$ cat config.mk
export PLATFORM = sky130hd
export DESIGN_NAME = iter_alu
export DESIGN_NICKNAME = d
export VERILOG_FILES = /design/src/rtl/iter_alu.sv
export SDC_FILE = /design/constraint.sdc
export NUM_CORES = 1
export LEC_CHECK = 0
export BUFFER_PORTS_ARGS = -buffer_cell sky130_fd_sc_hd__buf_2
export CORE_MARGIN = 4
export CORE_UTILIZATION = 45
export CTS_BUF_LIST = sky130_fd_sc_hd__clkbuf_8
export DETAILED_ROUTE_END_ITERATION = 8
export SKIP_CTS_REPAIR_TIMING = 1
export SLEW_MARGIN = 15
export SYNTH_ARGS = -nofsm -noshare
export SYNTH_HDL_FRONTEND = slang
export SYNTH_SLANG_ARGS = --single-unit
$ cat constraint.sdc
create_clock -name CLK -period 5.85 [get_ports CLK]
set_input_delay 0.585 -clock CLK [delete_from_list [all_inputs] [get_ports CLK]]
set_output_delay 0.585 -clock CLK [all_outputs]
set_load 0.01 [all_outputs]
$ cat src/rtl/iter_alu.sv
// Iterative execute-stage ALU: single-cycle logic/add/sub, serial SLL and shift-add MUL.
// Optional ITER_ALU_MULHI_EN turns op 111 into MULHI (high product half); otherwise op 111 is a NOP.
module iter_alu #(
  parameter int W = 8,
  parameter int D = 4
) (
  input  logic         CLK,
  input  logic         reset,
  input  logic         start,
  input  logic [2:0]   op,
  input  logic [W-1:0] srcA,
  input  logic [W-1:0] srcB,
  input  logic [D-1:0] dest,
  output logic         busy,
  output logic         done,
  output logic         write_en,
  output logic [D-1:0] waddr,
  output logic [W-1:0] data_in,
  output logic         ovf
);
  localparam int LW = $clog2(W);
  localparam int CW = LW + 1;

  localparam logic [1:0] S_IDLE = 2'd0;
  localparam logic [1:0] S_RUN  = 2'd1;
  localparam logic [1:0] S_DONE = 2'd2;

  localparam logic [2:0] OP_ADD = 3'b000;
  localparam logic [2:0] OP_SUB = 3'b001;
  localparam logic [2:0] OP_AND = 3'b010;
  localparam logic [2:0] OP_OR  = 3'b011;
  localparam logic [2:0] OP_XOR = 3'b100;
  localparam logic [2:0] OP_SLL = 3'b101;
  localparam logic [2:0] OP_MUL = 3'b110;
`ifdef ITER_ALU_MULHI_EN
  localparam logic [2:0] OP_MHI = 3'b111;
`endif

  logic [1:0]     r_state;
  logic [2:0]     r_op;
  logic [D-1:0]   r_dest;
  logic [W-1:0]   r_b;
  logic [W-1:0]   r_sh;
  logic           r_sov;
  logic [2*W-1:0] r_prod;
  logic [2*W-1:0] r_mc;
  logic [CW-1:0]  r_cnt;
  logic           r_done;
  logic           r_we;
  logic [D-1:0]   r_waddr;
  logic [W-1:0]   r_data;
  logic           r_ovf;

  logic [LW-1:0]  w_n;
  logic [W:0]     w_sum;
  logic [2*W-1:0] w_pnx;
  logic [D-1:0]   w_dest;
  logic           w_multi;
  logic           w_fin;
  logic           w_wr;
  logic [W-1:0]   w_res;
  logic           w_ovf;

  assign w_n    = srcB[LW-1:0];
  assign w_sum  = {1'b0, srcA} + {1'b0, srcB};
  assign w_pnx  = r_prod + (r_b[0] ? r_mc : '0);
  assign w_dest = (r_state == S_IDLE) ? dest : r_dest;

  always_comb begin
    w_multi = 1'b0;
    case (op)
      OP_SLL:  w_multi = (w_n != '0);
      OP_MUL:  w_multi = 1'b1;
`ifdef ITER_ALU_MULHI_EN
      OP_MHI:  w_multi = 1'b1;
`endif
      default: w_multi = 1'b0;
    endcase
  end

  assign w_fin = (r_state == S_IDLE && start && !w_multi)
              || (r_state == S_RUN && r_cnt == CW'(1));

  // Finishing result: from live operands when leaving IDLE, from the iterators when leaving RUN.
  always_comb begin
    w_res = '0;
    w_ovf = 1'b0;
    w_wr  = (w_dest != '0);
    if (r_state == S_IDLE) begin
      case (op)
        OP_ADD: {w_ovf, w_res} = w_sum;
        OP_SUB: begin
          w_res = srcA - srcB;
          w_ovf = (srcA < srcB);
        end
        OP_AND: w_res = srcA & srcB;
        OP_OR:  w_res = srcA | srcB;
        OP_XOR: w_res = srcA ^ srcB;
        OP_SLL: w_res = srcA;
        default: w_wr = 1'b0;
      endcase
    end else begin
      case (r_op)
        OP_SLL: begin
          w_res = {r_sh[W-2:0], 1'b0};
          w_ovf = r_sov | r_sh[W-1];
        end
`ifdef ITER_ALU_MULHI_EN
        OP_MHI: w_res = w_pnx[2*W-1:W];
`endif
        default: begin
          w_res = w_pnx[W-1:0];
          w_ovf = |w_pnx[2*W-1:W];
        end
      endcase
    end
  end

  always_ff @(posedge CLK) begin
    if (reset) begin
      r_state <= S_IDLE;
      r_done  <= 1'b0;
      r_we    <= 1'b0;
      r_waddr <= '0;
      r_data  <= '0;
      r_ovf   <= 1'b0;
    end else begin
      r_done <= w_fin;
      r_we   <= w_fin & w_wr;
      if (w_fin) begin
        r_ovf <= w_ovf;
        if (w_wr) begin
          r_data  <= w_res;
          r_waddr <= w_dest;
        end
      end
      case (r_state)
        S_IDLE:  if (start) r_state <= w_multi ? S_RUN : S_DONE;
        S_RUN:   if (r_cnt == CW'(1)) r_state <= S_DONE;
        default: r_state <= S_IDLE;
      endcase
    end
  end

  // Iteration datapath; needs no reset since it is reloaded on every accept.
  always_ff @(posedge CLK) begin
    if (r_state == S_IDLE && start) begin
      r_op   <= op;
      r_dest <= dest;
      r_b    <= srcB;
      r_sh   <= srcA;
      r_sov  <= 1'b0;
      r_prod <= '0;
      r_mc   <= {{W{1'b0}}, srcA};
      r_cnt  <= (op == OP_SLL) ? CW'(w_n) : CW'(W);
    end else if (r_state == S_RUN) begin
      r_cnt  <= r_cnt - CW'(1);
      r_sh   <= r_sh << 1;
      r_sov  <= r_sov | r_sh[W-1];
      r_prod <= w_pnx;
      r_mc   <= r_mc << 1;
      r_b    <= r_b >> 1;
    end
  end

  assign busy     = (r_state != S_IDLE);
  assign done     = r_done;
  assign write_en = r_we;
  assign waddr    = r_waddr;
  assign data_in  = r_data;
  assign ovf      = r_ovf;

endmodule

After elaboration in Yosys (flattened, before gate mapping)
Cells that the tools add are included.

operators by class
  muxes and demuxes = 24
  magnitude comparators = 1
  bitwise operators = 5
  eq/ne operators = 11
  reduce and logical (&&, ||, !) cells = 15
  add/sub/neg operators = 4

operators with widths
  cell                 count
  $mux 8               8
  $pmux 8 s6           1
  $add 16x16->16       1
  $mux 16              1
  $mux 4               4
  $eq 3x3->1 const B   4
  $add 8x8->9          1
  $and 8x8->8          1
  $lt 8x8->1           1
  $or 8x8->8           1
  $reduce_or 8->1      1
  $sub 8x8->8          1
  $xor 8x8->8          1
  $eq 3x2->1 const B   2
  $mux 2               3
  $reduce_or 6->1      1
  $eq 4x1->1 const B   1
  $mux 1               4
  $pmux 1 s2           2
  $pmux 2 s2           1
  $reduce_and 2->1     2
  $reduce_bool 2->1    2
  $reduce_bool 4->1    1
  $sub 4x1->4 const B  1
  12 further kinds     14

word-level totals
  word-level logic and storage cells = 75
  flip-flop bits (word level) = 77
  bits of input ports = 26
  output and inout port bits = 16

Longest topological paths before layout
Gate-level depths: netlist of run 1.

  word-level depth = 6
  gate-level depth with buffers = 13

Worst setup path after synthesis of run 1
No wires, ideal clock.

  kind = register to register
  start point = register r_b[0]
  end point = register r_ovf (netlist: ovf)
  buffers on the path = 1
  clock period less this slack = 3.057 ns
  required time = 5.733 ns
  arrival time = 2.939 ns
  setup slack = 2.793 ns
  cell stages (with the launch flop) = 14
  cells stage by stage = edfxtp_1 -> clkbuf_1 -> and2_1 -> ha_1 -> fa_1 -> a21o_1 -> a41o_1 -> a21oi_2 -> o21bai_2 -> a2111oi_2 -> o21ai_1 -> xnor2_2 -> nand4_1 -> a32o_1

on the way
  longest elaborated chain between the ends = 5

ends and longest elaborated chain
  element                 line  text
  from (decl)             42    logic [W-1:0] r_b;
  from (signal assigned)  150   r_b <= srcB;
  from (signal assigned)  162   r_b <= r_b >> 1;
  $mux 16                 66    assign w_pnx = r_prod + (r_b[0] ? r_mc : '0);
  $add 16x16->16          66
  $reduce_or 8->1         113   w_ovf = |w_pnx[2*W-1:W];
  $mux 1                  103   case (r_op)
  $mux 1                  89    if (r_state == S_IDLE) begin
  to (signal assigned)    131   r_ovf <= w_ovf;
  to (decl)               52    logic r_ovf;

Every way passes these cells.
A chain may end at the register's enable or synchronous reset.

Worst setup path in the final report of run 1
  start point = register r_state[1]
  end point = register r_data[1] (netlist: data_in[1])

on the way
  longest elaborated chain between the ends = 6
  elaborated cells on any way between the ends = 12
  those cells by class = eq/ne: 1; mux: 4; reduce/logical: 7

ends and longest elaborated chain
  element                     line        text
  from (decl)                 39          logic [1:0] r_state;
  from (signal assigned)      138         S_IDLE: if (start) r_state <= w_multi ? S_RUN : S_DONE;
  $logic_not 2->1             67, 81, 89
  $mux 4                      67          assign w_dest = (r_state == S_IDLE) ? dest : r_dest;
  $reduce_bool 4->1           88          w_wr = (w_dest != '0);
  $mux 1                      90          case (op)
  $mux 1                      89
  $reduce_and 2->1 (no line)  n/a
  to (signal assigned)        133         r_data <= w_res;
  to (decl)                   51          logic [W-1:0] r_data;

Parallel ways exist; a longest one is shown, timed or not.

==> out/summary.txt, run 1 <==
clock skew: 0.0155 ns
Routed WL: 12000 um
Slew @ Worst Pin: 1.15 ns
Max Clk Rate: 263 MHz
status: finished, final reports clean
Hold Path End: r_dest[2]$_DFFE_PP_
Clock Power Share: 34.2%
area leader, netlist: dfxtp_1
Max Cap Violations: 0
CTS clk-pin slew, worst paths: 0.09 ns
clk_lat worst skew: 0.35 ns
Hold WC Path Type: in -> reg
Setup CP Type: reg -> reg
Final Critical Period: 3.80 ns
Pleak: 0.00223 uW
Final TNS setup: 0 ns
Synth Area in Adders: 12.5%
Fillers: 955
CP startpoint kind: flop
syn_nets: 606
layout cells sized above 1: 13.0%
via count: 3948
post-synthesis cell area: 4600 um2
mux share of post-synthesis cell area: 2.64%
TritonCTS clock tree: yes
Ports: 42
launch point of the worst path: r_state[1]$_SDFFE_PP0P_
site row count: 36
Register-to-Register Path Depth: 9
DRC violations left: 0
Comb pwr share: 21.7%
DR vias/cell: 5.62
largest family of logic cells by synthesized area: compound AO/OA/AOI/OAI gates
DP Wirelength: 8900 um
starting density of the core: 46.7%
CTS Buf Count: 9
DR iter-0 viols: 271
Antenna Nets Post-Route: 0
Final Hold Viols: 0
CTS max path bufs: 2
Final setup viols: 0
total global-route track usage: 20.7%
post-synthesis async set-or-reset flop share: 0%
vias in the first global route: 3763
non-filler instance count after layout: 703
sequential share of the synthesized area: 35.9%
Worst R2R End: data_in[1]$_SDFFE_PP0P_
nets: 635
total congestion overflow: 0
Avg Cell Area, Syn: 8.59 um2
reg2reg start: r_state[1]$_SDFFE_PP0P_
top cells by area, synth: dfxtp_1, edfxtp_1, ha_1
relative slew slack: 23.2%
nature of the critical path endpoint: flop
die width: 109 um
Netlist cell types: 64
n_diodes: 0
first drt pass iteration count: 5
largest net degree at the start of global routing: 42
Area Overhead vs Synth: 11.2%
Placer Congestion: 0.856
Net Sw Frac: 31.1%
Die Y: 109 um
dpl ws: 2.10 ns
sequential share of power: 44.1%
Placed Cells: 687
Sw Pwr: 402 uW
PD cells: 253 nW/um2
WP data arrival: 4.03 ns
Synth Area in XOR/XNOR: 3.78%
Root Driver: clkbuf_8
Hold Path Stages: 1
max-slew violation count: 0
most common cell after layout, fill and taps aside: nand2_1
RSZ-0062 raised after global routing: false
Pint: 892 uW
CTS Sinks: 69
final core utilization: 51.9%
Compound-Gate Fraction of Synth Area: 23.2%
Post-Synth Simple-Gate Area: 17.4%
EDFF count, synth: 27
register bit total from synthesis: 69
Buffers on Ports: 41
Crit Path Max Fanout: 41
total core area: 9860 um2
DR WL/cell: 17.0 um
most frequent cells in the layout: nand2_1, o21ai_0, nor2_1, dfxtp_1
Die ar.: 11900 um2
Syn Inst Count: 536
Syn. warnings: 0
critical path required time: 6.08 ns
worst hold start: dest[2]
antenna violations before repair: 0
Post-synth top flop: dfxtp_1
worst vdd ir: 116 uV
R2R Setup Slk: 2.05 ns
Final period util: 65.0%
setup slack after layout: 2.05 ns
first-pass GRT wire length: 19000 um
CTS H-tree lvls: 3
area share of the largest cell type after synthesis: 18.3%
stage by stage:
stage               total power (uW)  cell area, um2  hold WS [ns]
floorplan                        770            4600         0.432
global placement                 857            4890         0.447
detailed placement               861            4890         0.453
CTS                             1300            5120         0.434
global route                    1360            5120         0.429
finish                          1290            5120         0.437
worst max-delay path, stage by stage (launching register included):
cell	delay [ns]
dfxtp_1	0.33
nor2_2	0.50
nand2_1	0.11
buf_4	0.29
inv_1	0.67
a22oi_2	0.29
a211oi_2	0.96
inv_1	0.25
a21oi_1	0.21
nor2_1	0.05
kinds of logic after synthesis:
group	after synthesis
AO/OA/AOI/OAI	162
XOR/XNOR	19
adder cells (fa/ha/maj)	44
buffers and inverters	57
flip-flops	69
multiplexers	12
AND/OR/NAND/NOR	173
state kept, by name (all words and copies together), names as in the netlist:
signal    flops
r_prod       16
r_mc         14
data_in       8
r_b           8
r_cnt         4
r_dest        4
waddr         4
r_op          3
r_sh          2
r_state       2
done          1
ovf           1
r_sov         1
write_en      1
how the worst max path moves through the flow:
stage	endpoint	slack, ns
detailed placement	waddr[0]$_SDFFE_PP0P_	2.10
floorplan	ovf$_SDFFE_PP0P_	2.79
CTS	waddr[0]$_SDFFE_PP0P_	2.07
finish	data_in[1]$_SDFFE_PP0P_	2.05
global placement	data_in[1]$_SDFFE_PP0P_	2.29
global route	waddr[2]$_SDFFE_PP0P_	1.61
area by class of cell:
class | instances | area [um2] | area share (%)
multi-input cells | 410 | 2740 | 53.4
flip-flops and latches | 69 | 1650 | 32.3
repair buffers | 43 | 220 | 4.30
well taps | 133 | 166 | 3.25
clock buffers | 9 | 124 | 2.42
inverters | 32 | 120 | 2.35
clock inverters | 7 | 100 | 1.96
layer usage:
metal,global-route usage (%),wire (um),up-vias
met3,3.37,434,11
met4,5.14,121,0
met1,26.6,5450,1888
met5,0,0,-
met2,36.1,5960,89
li1,-,-,1960
power groups by stage:
stage                     combinational (uW)  clock, uW  sequential, uW
after floorplan                          193          0             577
after global placement                   276          0             581
after detailed placement                 280          0             582
after CTS                                281        449             571
after global routing                     315        473             576
final                                    281        442             571
cells in the mapped netlist (2+ instances only):
cell type and instances:
a21oi_2 2, nand2_1 67, nand3_1 11, nor2b_1 10, a22oi_1 2, a221o_1 3
o21ai_0 51, o221ai_1 7, xnor2_1 11, nand4_1 2, a22o_1 5, a21oi_1 37
o22a_1 2, inv_1 32, ha_1 41, nand2b_1 8, a311oi_1 4, and3_1 2
buf_1 3, edfxtp_1 27, xor2_1 7, clkbuf_1 21, nor3_1 6, nor2_1 42
nor4_1 2, mux2i_1 11, dfxtp_1 42, o211ai_1 2, and2_1 16, fa_1 3
a31oi_1 3, o22ai_1 4, o21bai_1 7, a31o_2 2, a21o_1 9, o31ai_1 4
Power figures use the tool's default switching activity.
==> run 2, diff against run 1 <==
Settings changed: PLACE_DENSITY from default to 0.66.
Clock period 5.85 ns to 3.26 ns, I/O delays scaled along.
==> out/summary.txt, run 2 (synthesis results as in run 1) <==
Max Clk Rate: 330 MHz (+25%)
relative slew slack: 32.2% (+9.0 points)
DP Wirelength: 8780 um (-1.3%)
Crit Path Max Fanout: 3 (-93%)
site row count: 36 (unchanged)
max-slew violation count: 0 (unchanged)
DRC violations left: 0 (unchanged)
Root Driver: clkbuf_8
Pleak: 0.00227 uW (+1.7%)
Antenna Nets Post-Route: 0 (unchanged)
Ports: 42 (unchanged)
first drt pass iteration count: 6 (+1)
CTS max path bufs: 2 (unchanged)
worst vdd ir: 250 uV (+120%)
PD cells: 453 nW/um2 (+79%)
first-pass GRT wire length: 19700 um (+3.6%)
layout cells sized above 1: 14.7% (+1.7 points)
total core area: 9860 um2 (unchanged)
Max Cap Violations: 0 (unchanged)
Final period util: 93.0% (+28 points)
DR iter-0 viols: 328 (+21%)
largest net degree at the start of global routing: 41 (-2.4%)
Top reg by flops: r_prod
total global-route track usage: 21.2% (+0.49 points)
Area Overhead vs Synth: 13.2%
Buffers on Ports: 41 (unchanged)
Final TNS setup: 0 ns (unchanged)
Hold WC Path Type: in -> reg
reg2reg start: r_sh[0]$_SDFFCE_PN0P_
clk_lat worst skew: 0.36 ns (about the same)
Fillers: 937 (-1.9%)
status: finished, final reports clean
Slew @ Worst Pin: 1.02 ns (-0.133 ns)
Placed Cells: 694 (+1.0%)
clock skew: 0.0154 ns (-0.0000669 ns)
Final setup viols: 0 (unchanged)
Routed WL: 11900 um (-0.70%)
total congestion overflow: 0 (unchanged)
die width: 109 um (unchanged)
CTS clk-pin slew, worst paths: 0.10 ns (about the same)
most frequent cells in the layout: nand2_1, o21ai_0, nor2_1, dfxtp_1
CTS Sinks: 69 (unchanged)
WP data arrival: 3.29 ns (-0.74 ns)
starting density of the core: 46.7% (unchanged)
setup slack after layout: 0.228 ns (-1.82 ns)
RSZ-0062 raised after global routing: false
DR WL/cell: 16.7 um (-2.0%)
Top Registers: r_prod: 16 flops, r_mc: 14 flops
Setup CP Type: reg -> reg
launch point of the worst path: r_sh[0]$_SDFFCE_PN0P_
most common cell after layout, fill and taps aside: nand2_1
non-filler instance count after layout: 712 (+1.3%)
vias in the first global route: 3991 (+6.1%)
Die ar.: 11900 um2 (unchanged)
worst hold start: dest[2]
DR vias/cell: 5.55 (-1.1%)
nature of the critical path endpoint: flop
Placer Congestion: 0.894 (+4.5%)
Die Y: 109 um (unchanged)
TritonCTS clock tree: yes
critical path required time: 3.52 ns (-2.56 ns)
dpl ws: 0.102 ns (-1.99 ns)
Final Critical Period: 3.03 ns (-0.769 ns)
CP startpoint kind: flop
antenna violations before repair: 0 (unchanged)
CTS Buf Count: 9 (unchanged)
via count: 3955 (+0.18%)
nets: 644 (+1.4%)
CTS H-tree lvls: 3 (unchanged)
Final Hold Viols: 0 (unchanged)
Largest register FFs: 16 (unchanged)
n_diodes: 0 (unchanged)
[run 2: changes by cell type in the layout (fill, tap and decap cells not counted), sizes merged]
cell / delta
buf: +9
clkinv: -4
inv: +4
[run 2: critical path: stages (launching register included)]
cell	delay, ns
edfxtp_1	0.40
and2_1	0.18
ha_1	0.21
fa_2	0.36
a21o_1	0.20
a41o_1	0.26
a21oi_4	0.14
buf_4	0.14
o21bai_2	0.07
a2111oi_2	0.32
o21ai_1	0.16
xnor2_2	0.16
nand4_1	0.09
a32o_1	0.25
[run 2: report_power, final]
| group | total, uW | internal, uW | switching, uW |
|---|---|---|---|
| Sequential | 1020 | 979 | 40.1 |
| Clock | 822 | 443 | 379 |
| Combinational | 521 | 197 | 324 |
| Total | 2360 | 1620 | 742 |
[run 2: final timing paths]
path / cells after the start / endpoint / slack (ns)
worst min-delay path: 1 / r_dest[2]$_DFFE_PP_ / 0.17
worst max register to register: 13 / ovf$_SDFFE_PP0P_ / 0.23
worst max-delay path: 13 / ovf$_SDFFE_PP0P_ / 0.23
worst min register to register: 2 / r_prod[0]$_SDFFE_PP0P_ / 0.47
[run 2: metrics by stage]
step	area, um2	utilization [%]	power (uW)	hold slack (ns)
after global placement	4950	50.1	1540	0.446
after detailed placement	4950	50.1	1550	0.452
after global routing	5210	52.8	2500	0.152
final	5210	52.8	2360	0.171
after floorplan	4600	-	1380	0.425
after CTS	5170	52.4	2370	0.158
[run 2: routing by layer]
layer | part of all wire [%] | GRT usage, % | up-vias
li1 | - | - | 1978
met1 | 45 | 26.9 | 1861
met2 | 49 | 36.4 | 102
met3 | 4.9 | 4.32 | 14
met4 | 1.3 | 5.77 | 0
met5 | 0 | 0 | -
[run 2: cell type report]
class                           instances  area [um2]  share of cell area (%)
Multi-Input combinational cell        410        2760                    52.9
Tap cell                              133         166                    3.19
Clock buffer                            9         124                    2.38
Sequential cell                        69        1650                    31.7
Clock inverter                          7         104                    1.99
Timing Repair Buffer                   52         288                    5.52
Inverter                               32         120                    2.30
==> run 3, diff against run 2 <==
Settings changed: REMOVE_ABC_BUFFERS from default to 1.
==> out/summary.txt, run 3 (synthesis results as in run 1) <==
multi-input logic area: 2750 um2 (-0.27%)
Setup CP Type: reg -> reg
CP startpoint kind: flop
Finished Cell Area: 5170 um2 (-0.84%)
WP data arrival: 3.35 ns (+0.06 ns)
DR WL/cell: 16.1 um (-3.7%)
status: finished, final reports clean
die width: 109 um (unchanged)
DRC violations left: 0 (unchanged)
Crit Path Max Fanout: 3 (unchanged)
largest net degree at the start of global routing: 41 (unchanged)
Die Y: 109 um (unchanged)
Hold Path Stages: 1 (unchanged)
Placer Congestion: 0.887 (-0.88%)
vias in the first global route: 3844 (-3.7%)
site row count: 36 (unchanged)
worst vdd ir: 201 uV (-20%)
Top Registers: r_prod: 16 flops, r_mc: 14 flops
Placed Cells: 694 (unchanged)
Die ar.: 11900 um2 (unchanged)
Area Overhead vs Synth: 12.3%
max-slew violation count: 0 (unchanged)
Slew @ Worst Pin: 0.996 ns (-0.0202 ns)
CTS Buf Count: 9 (unchanged)
Final Hold Viols: 0 (unchanged)
total congestion overflow: 0 (unchanged)
Overall Power: 2260 uW (-4.5%)
Final setup viols: 0 (unchanged)
R2R Setup Slk: 0.14 ns (-0.09 ns)
Root Driver: clkbuf_8
nets: 642 (-0.31%)
CTS Sinks: 69 (unchanged)
Routed WL: 11400 um (-4.0%)
TritonCTS clock tree: yes
clock skew: 0.00578 ns (-0.00961 ns)
first-pass GRT wire length: 18700 um (-5.3%)
Hold WC Path Type: in -> reg
Antenna Nets Post-Route: 0 (unchanged)
Final TNS setup: 0 ns (unchanged)
Final Critical Period: 3.12 ns (+0.0874 ns)
total global-route track usage: 19.9% (-1.3 points)
antenna violations before repair: 0 (unchanged)
via count: 3971 (+0.40%)
most common cell after layout, fill and taps aside: nand2_1
sequential cell area: 1650 um2 (unchanged)
DR vias/cell: 5.59 (+0.69%)
critical path required time: 3.49 ns (-0.03 ns)
Pleak: 0.00226 uW (-0.27%)
most frequent cells in the layout: nand2_1, o21ai_0, nor2_1, dfxtp_1
Ports: 42 (unchanged)
critical path's slowest cell: edfxtp_1
n_diodes: 0 (unchanged)
DR iter-0 viols: 246 (-25%)
Largest register FFs: 16 (unchanged)
total core area: 9860 um2 (unchanged)
layout cells sized above 1: 13.9% (-0.82 points)
RSZ-0062 raised after global routing: false
Register-to-Register Path Depth: 12 (-1)
Buffers on Ports: 41 (unchanged)
PD cells: 437 nW/um2 (-3.7%)
DP Wirelength: 8520 um (-3.0%)
first drt pass iteration count: 5 (-1)
Final period util: 95.7% (+2.7 points)
clk_lat worst skew: 0.34 ns (-0.02 ns)
Placement Cell Area: 4950 um2 (unchanged)
CTS clk-pin slew, worst paths: 0.07 ns (-0.03 ns)
crit path cell chain: and2_1, ha_1, fa_2, a21o_1, a41o_1, a21oi_4, a21oi_2, a221oi_2, xnor2_1, nor4_2, nand4_1, a32o_1
Top reg by flops: r_prod
Max Cap Violations: 0 (unchanged)
relative slew slack: 33.6% (+1.3 points)
Max Clk Rate: 321 MHz (-2.8%)
Fillers: 936 (-0.11%)
non-filler instance count after layout: 710 (-0.28%)
nature of the critical path endpoint: flop
starting density of the core: 46.7% (unchanged)
CTS H-tree lvls: 3 (unchanged)
CTS max path bufs: 2 (unchanged)
CP peak stage delay: 0.41 ns (about the same)
-- run 3: cell count changes in the layout (fill, tap and decap cells not counted), sizes merged --
cell | before | now
clkbuf | 9 | 12
buf | 52 | 50
bufinv | 2 | 1
clkinv | 1 | 0
inv | 36 | 35
-- run 3: path summary, 6_finish.rpt --
kind / from / to
setup / recovery: r_sh[0]$_SDFFCE_PN0P_ / ovf$_SDFFE_PP0P_
hold reg to reg: r_prod[11]$_SDFFE_PP0P_ / r_prod[11]$_SDFFE_PP0P_
hold / removal: dest[1] / r_dest[1]$_DFFE_PP_
setup reg to reg: r_sh[0]$_SDFFCE_PN0P_ / ovf$_SDFFE_PP0P_
-- run 3: layout make-up --
class | instances | share of cell area (%)
Clock buffer | 12 | 3.20
Sequential cell | 69 | 32.0
Tap cell | 133 | 3.22
Inverter | 32 | 2.32
Timing Repair Buffer | 50 | 5.28
Clock inverter | 4 | 0.799
Multi-Input combinational cell | 410 | 53.2
-- run 3: metrics by stage --
stage,setup WS [ns],utilization (%),hold WS [ns]
2_1_floorplan,0.0725,-,0.395
5_1_grt,0.0104,52.4,0.186
6_report,0.140,52.4,0.207
3_3_place_gp,0.205,50.1,0.453
4_1_cts,0.108,52.2,0.188
3_5_place_dp,0.134,50.1,0.462
-- run 3: layer usage --
metal | GRT usage, % | part of all wire (%)
met1 | 26.5 | 46
met2 | 33.6 | 48
met3 | 3.79 | 4.6
met4 | 4.42 | 0.99
met5 | 0 | 0
-- run 3: power breakdown --
| part | total, uW | internal (uW) | leakage (uW) | switching, uW |
|---|---|---|---|---|
| combinational | 515 | 196 | 0.00154 | 319 |
| sequential | 1020 | 980 | 0.000605 | 40.3 |
| clock | 721 | 409 | 0.000116 | 313 |
| total | 2260 | 1580 | 0.00226 | 672 |
-- run 3: worst max-delay path, delay by kind of cell (launching register included) --
kind	cells	cell delay, ns
AO/OA/AOI/OAI	6	1.26
XOR/XNOR	1	0.14
adder cells (fa/ha/maj)	2	0.57
flip-flops	1	0.41
AND/OR/NAND/NOR	3	0.64
